### config.mk
export PLATFORM = sky130hd
export DESIGN_NAME = quickq_req_arbiter
export DESIGN_NICKNAME = d
export VERILOG_FILES = /design/src/rtl/quickq_req_arbiter.sv
export SDC_FILE = /design/constraint.sdc
export NUM_CORES = 1
export LEC_CHECK = 0
export CORE_UTILIZATION = 47
export DETAILED_ROUTE_END_ITERATION = 10
export GPL_TIMING_DRIVEN = 0
export HOLD_SLACK_MARGIN = 0.15
export MAX_ROUTING_LAYER = met4
export PLACE_DENSITY = 0.95
export SLEW_MARGIN = 5
export SYNTH_ARGS = -nofsm -noshare
export SYNTH_HDL_FRONTEND = slang
export SYNTH_SLANG_ARGS = --single-unit
### constraint.sdc
create_clock -name clk -period 5.38 [get_ports clk]
set_input_delay 0.538 -clock clk [delete_from_list [all_inputs] [get_ports clk]]
set_output_delay 0.538 -clock clk [all_outputs]
set_load 0.03 [all_outputs]
### src/rtl/quickq_req_arbiter.sv
// Round-robin arbiter that lets N clients share one QuickQ controller.
// Exactly one queue operation is in flight at a time; every accepted request ends in one rsp_valid strobe.
module quickq_req_arbiter #(
    parameter int N   = 4,
    parameter int W   = 8,
    parameter int TMO = 255
) (
    input  logic           clk,
    input  logic           rst,
    input  logic [N-1:0]   req_valid,
    input  logic [N-1:0]   req_op,
    input  logic [N*W-1:0] req_data,
    output logic [N-1:0]   req_ready,
    output logic [N-1:0]   rsp_valid,
    output logic [W-1:0]   rsp_data,
    output logic           rsp_err,
    output logic           q_enq,
    output logic           q_deq,
    output logic [W-1:0]   q_din,
    input  logic           q_done,
    input  logic [W-1:0]   q_dout,
    input  logic           q_full,
    input  logic           q_empty,
    output logic [2:0]     dbg_state
);

    // Handshake: a client holds req_valid/req_op/req_data until it sees its
    // one-cycle req_ready strobe; completion is a one-cycle rsp_valid strobe.
    localparam int IW = $clog2(N);
    localparam int CW = $clog2(TMO + 1);

    typedef enum logic [2:0] {
        S_IDLE  = 3'd0,
        S_GRANT = 3'd1,
        S_ISSUE = 3'd2,
        S_WAIT  = 3'd3,
        S_RESP  = 3'd4
    } state_t;

    state_t          state, state_nxt;
    logic [IW-1:0]   rr_ptr;
    logic [IW-1:0]   win_idx;
    logic            win_op;
    logic [W-1:0]    din_r;
    logic [CW-1:0]   tmo_cnt;
    logic [CW-1:0]   cnt_inc;
    logic            tmo_hit;
    logic            err_flag;
    logic            reject;
    logic            arb_found;
    logic [IW-1:0]   arb_idx;
    logic [IW-1:0]   ptr_nxt;
    logic [IW:0]     sum;

    // Round-robin search starting at rr_ptr, wrapping from N-1 to 0.
    always_comb begin
        arb_found = 1'b0;
        arb_idx   = '0;
        sum       = '0;
        for (int k = 0; k < N; k++) begin
            sum = {1'b0, rr_ptr} + (IW+1)'(k);
            if (sum >= (IW+1)'(N))
                sum = sum - (IW+1)'(N);
            if (!arb_found && req_valid[sum[IW-1:0]]) begin
                arb_found = 1'b1;
                arb_idx   = sum[IW-1:0];
            end
        end
    end

    assign ptr_nxt = (arb_idx == IW'(N - 1)) ? '0 : arb_idx + 1'b1;
    assign reject  = win_op ? q_empty : q_full;
    // Counter saturates at TMO; the abort fires on the cycle it would reach TMO.
    assign cnt_inc = (tmo_cnt == CW'(TMO)) ? tmo_cnt : tmo_cnt + 1'b1;
    assign tmo_hit = (cnt_inc == CW'(TMO));

    always_ff @(posedge clk) begin
        if (rst)
            state <= S_IDLE;
        else
            state <= state_nxt;
    end

    always_comb begin
        state_nxt = state;
        case (state)
            S_IDLE:  if (arb_found) state_nxt = S_GRANT;
            S_GRANT: state_nxt = reject ? S_RESP : S_ISSUE;
            S_ISSUE: state_nxt = S_WAIT;
            S_WAIT:  if (q_done || tmo_hit) state_nxt = S_RESP;
            S_RESP:  state_nxt = S_IDLE;
            default: state_nxt = S_IDLE;
        endcase
    end

    always_ff @(posedge clk) begin
        if (rst) begin
            rr_ptr   <= '0;
            win_idx  <= '0;
            win_op   <= 1'b0;
            din_r    <= '0;
            tmo_cnt  <= '0;
            err_flag <= 1'b0;
            rsp_data <= '0;
        end else begin
            case (state)
                S_IDLE: begin
                    if (arb_found) begin
                        win_idx <= arb_idx;
                        win_op  <= req_op[arb_idx];
                        din_r   <= req_data[arb_idx*W +: W];
                        rr_ptr  <= ptr_nxt;
                    end
                end
                S_GRANT: begin
                    // Occupancy flags matter only here; later changes are ignored.
                    if (reject) begin
                        err_flag <= 1'b1;
                        rsp_data <= '0;
                    end else begin
                        err_flag <= 1'b0;
                    end
                end
                S_ISSUE: tmo_cnt <= '0;
                S_WAIT: begin
                    tmo_cnt <= cnt_inc;
                    if (q_done) begin
                        err_flag <= 1'b0;
                        rsp_data <= win_op ? q_dout : '0;
                    end else if (tmo_hit) begin
                        err_flag <= 1'b1;
                        rsp_data <= '0;
                    end
                end
                default: ;
            endcase
        end
    end

    always_comb begin
        req_ready = '0;
        rsp_valid = '0;
        q_enq     = 1'b0;
        q_deq     = 1'b0;
        rsp_err   = 1'b0;
        case (state)
            S_GRANT: req_ready[win_idx] = 1'b1;
            S_ISSUE: begin
                q_enq = ~win_op;
                q_deq = win_op;
            end
            S_RESP: begin
                rsp_valid[win_idx] = 1'b1;
                rsp_err            = err_flag;
            end
            default: ;
        endcase
    end

    assign q_din     = din_r;
    assign dbg_state = state;

endmodule

==> impl_metrics.json <==
{
  "arrival_ps": 2240,
  "start_util_pct": 50.15,
  "worst_pin_slew_ps": 684.9,
  "die_w_um": 68.04,
  "synth_area_per_cell_um2": 7.975,
  "powerDensity_nw_per_um2": 336.0,
  "num_rows": 23,
  "syn2layout_area_growth_pct": 46.83,
  "period_needed_ps": 2781,
  "fmax_mhz": 359.6,
  "crit_path_max_incr_delay_ps": 700,
  "antenna_left": 0,
  "rsz0062_at_grt": "false",
  "cts_hold_buf": 0,
  "dpl_cell_area_um2": 2923,
  "rr_worst_depth": 7,
  "hold_violations": 0,
  "cp.buffers_inverters": 2,
  "cts_tree": "built",
  "wl_per_cell_um": 15.37,
  "viasPerCell": 5.899,
  "p_leak_nw": 1.088,
  "core_area_um2": 4086,
  "drc": 0,
  "groute.usage.overall_pct": 28.92,
  "synth-seq-area-share_pct": 32.23,
  "setup_violations": 0,
  "cts_sinks": 33,
  "cts_buffer_depth": 2,
  "grt_start_max_net_pins": 11,
  "ys_seq_elements": 33,
  "finalCritPeriodShare_pct": 51.69,
  "r2r-end": "rsp_data[4]$_SDFFE_PP0P_",
  "path_class": "reg -> out",
  "clock_skew_ps": 3.210,
  "htreeDepth": 2,
  "critPathTopFamily": "buffers and inverters",
  "grt_pass1_vias": 2066,
  "clk_pin_slew_ps": 70,
  "dieArea_um2": 4629,
  "async_reset_ff_share_pct": 0,
  "crit_end": "req_ready[0]",
  "io_buffers": 81,
  "drv_cap": 0,
  "gp_congestion": 0.8843,
  "cp.depth": 5,
  "syn_inst": 257,
  "fin_ws_ps": 2599,
  "nets": 399,
  "final_layout_size_suffix_gt1_share_pct": 6.667,
  "crit_required_ps": 4840,
  "yosysWarningCount": 0,
  "hpwl_um": 4468,
  "n_antenna_cell": 0,
  "final_util_pct": 73.64,
  "num_io_pins": 83,
  "drt_iter0_drc": 206,
  "outcome": "completed",
  "crit_start": "dbg_state[0]$_SDFFE_PP0P_",
  "grt_pass1_wl_um": 9715,
  "root_buffer": "clkbuf_8",
  "ys.flop_type": "dfxtp_1",
  "drv_slew": 0,
  "crit_slowest_cell": "clkdlybuf4s50_1",
  "max-vdd-ir-drop_mv": 0.2120,
  "setup_tns_ps": 0,
  "stdcell_area_um2": 3009,
  "worstSetupStartpointType": "register",
  "antenna_found_initial": 0,
  "relSlewSlack_pct": 53.92,
  "post_cts_resized": 0,
  "hp-class": "reg -> reg",
  "critical_path.endpoint_type": "primary output",
  "r2r_start": "tmo_cnt[0]$_SDFFE_PP0P_",
  "dr.pass1.iters": 6,
  "num_vias": 2330,
  "die_h_um": 68.04,
  "p_total_w": 0.001011,
  "syn_area_um2": 2049,
  "critical_path.max_fanout": 8,
  "worstPathCellList": "buf_2 > nor2b_1 > nand2b_1 > nor3_1 > clkdlybuf4s50_1",
  "yosysUniqueCellTypes": 46,
  "num-fill-cells": 306,
  "synth-edff-count": 0,
  "place_ws_ps": 2828,
  "reg2reg_slack_ps": 3200,
  "gr-total-overflow": 0,
  "worstSkewPairLatency_ps": 290,
  "wl_um": 6072,
  "post-cts-setup-buffers": 0,
  "synth_nets": 311,
  "cts_made_buffers": 5
}
-- cells in the mapped netlist (6+ instances only) --
master    instances  area share (%)
nor3_1           11             2.7
o21ai_0           7             1.7
nand3_1          13             3.2
nor2_1           24             4.4
a21oi_1          15             3.7
nand2b_1         10             3.1
dfxtp_1          33              32
a32oi_1           8             3.4
o41ai_1           8             3.4
clkbuf_1          6             1.1
o221ai_1         11             4.7
nand2_1          18             3.3
mux2i_1          21              10
inv_1            14             2.6
buf_2            10             2.4
-- tightest hold or removal path: cells and delay by family (launching register included) --
| kind | cells | cell delay (ps) |
|---|---|---|
| compound gates | 1 | 60 |
| simple gates | 1 | 70 |
| flops | 1 | 320 |
-- cell usage in the layout (no fill, tap or decap), types with 11 or more instances in the layout --
cell,synthesis,layout
clkdlybuf4s50_1,0,81
nor2_1,24,24
inv_1,14,14
nand2_1,18,18
o221ai_1,11,11
nor3_1,11,11
mux2i_1,21,21
nand3_1,13,13
a21oi_1,15,15
dfxtp_1,33,33
-- sequential cells by signal, summed over array words and instances, names as in the netlist --
register / flops
dbg_state: 3
err_flag: 1
q_din: 8
rr_ptr: 2
rsp_data: 8
tmo_cnt: 8
win_idx: 2
win_op: 1
-- stage by stage --
step                      std cells  hold WS [ps]
after CTS                       395         485.5
final                           395         486.3
after floorplan                 257         482.2
after detailed placement        388         473.7
after global placement          388         466.5
after global routing            395         516.2
-- power by group --
group | switching [W] | internal [W] | total, W
Sequential | 0.0000399 | 0.000291 | 0.000331
Combinational | 0.000272 | 0.000215 | 0.000487
Clock | 0.0000920 | 0.000102 | 0.000193
Total | 0.000404 | 0.000607 | 0.00101
-- cell families after synthesis --
| family | count (synthesis) | share of synthesized area (%) |
|---|---|---|
| mux | 21 | 10.26 |
| fa+ha+maj | 1 | 0.6104 |
| buf+inv | 34 | 7.204 |
| flops | 33 | 32.23 |
| xor+xnor | 2 | 0.8549 |
| simple gates | 96 | 23.38 |
| compound gates | 70 | 25.46 |
-- layout make-up --
cell class / instances / area (µm²) / area share [%]
Clock buffer: 7 / 86.33 / 2.869
Inverter: 14 / 52.55 / 1.746
Buffer: 20 / 95.09 / 3.160
Multi-Input combinational cell: 190 / 1241 / 41.25
Timing Repair Buffer: 81 / 810.8 / 26.94
Tap cell: 50 / 62.56 / 2.079
Sequential cell: 33 / 660.6 / 21.95
-- how the worst min path moves through the flow --
stage          slack, ps  cells after the start                  endpoint                      from
2_1_floorplan        480                      2   win_idx[1]$_SDFFE_PP0P_   win_idx[1]$_SDFFE_PP0P_
4_1_cts              490                      2     q_din[6]$_SDFFE_PP0P_     q_din[6]$_SDFFE_PP0P_
6_report             490                      2     q_din[6]$_SDFFE_PP0P_     q_din[6]$_SDFFE_PP0P_
5_1_grt              520                      2  rsp_data[7]$_SDFFE_PP0P_  rsp_data[7]$_SDFFE_PP0P_
3_5_place_dp         470                      2     q_din[6]$_SDFFE_PP0P_     q_din[6]$_SDFFE_PP0P_
3_3_place_gp         470                      2     q_din[4]$_SDFFE_PP0P_     q_din[4]$_SDFFE_PP0P_
-- per-layer routing --
layer  GRT usage, %  up-vias  part of all wire, %
li1               -     1135                    -
met1          36.42     1086                   43
met2          45.96       95                   49
met3          4.667       14                  5.5
met4          11.20        0                  2.1
met5              -        -                    0
Note: power is estimated with default switching activity, not from simulation.
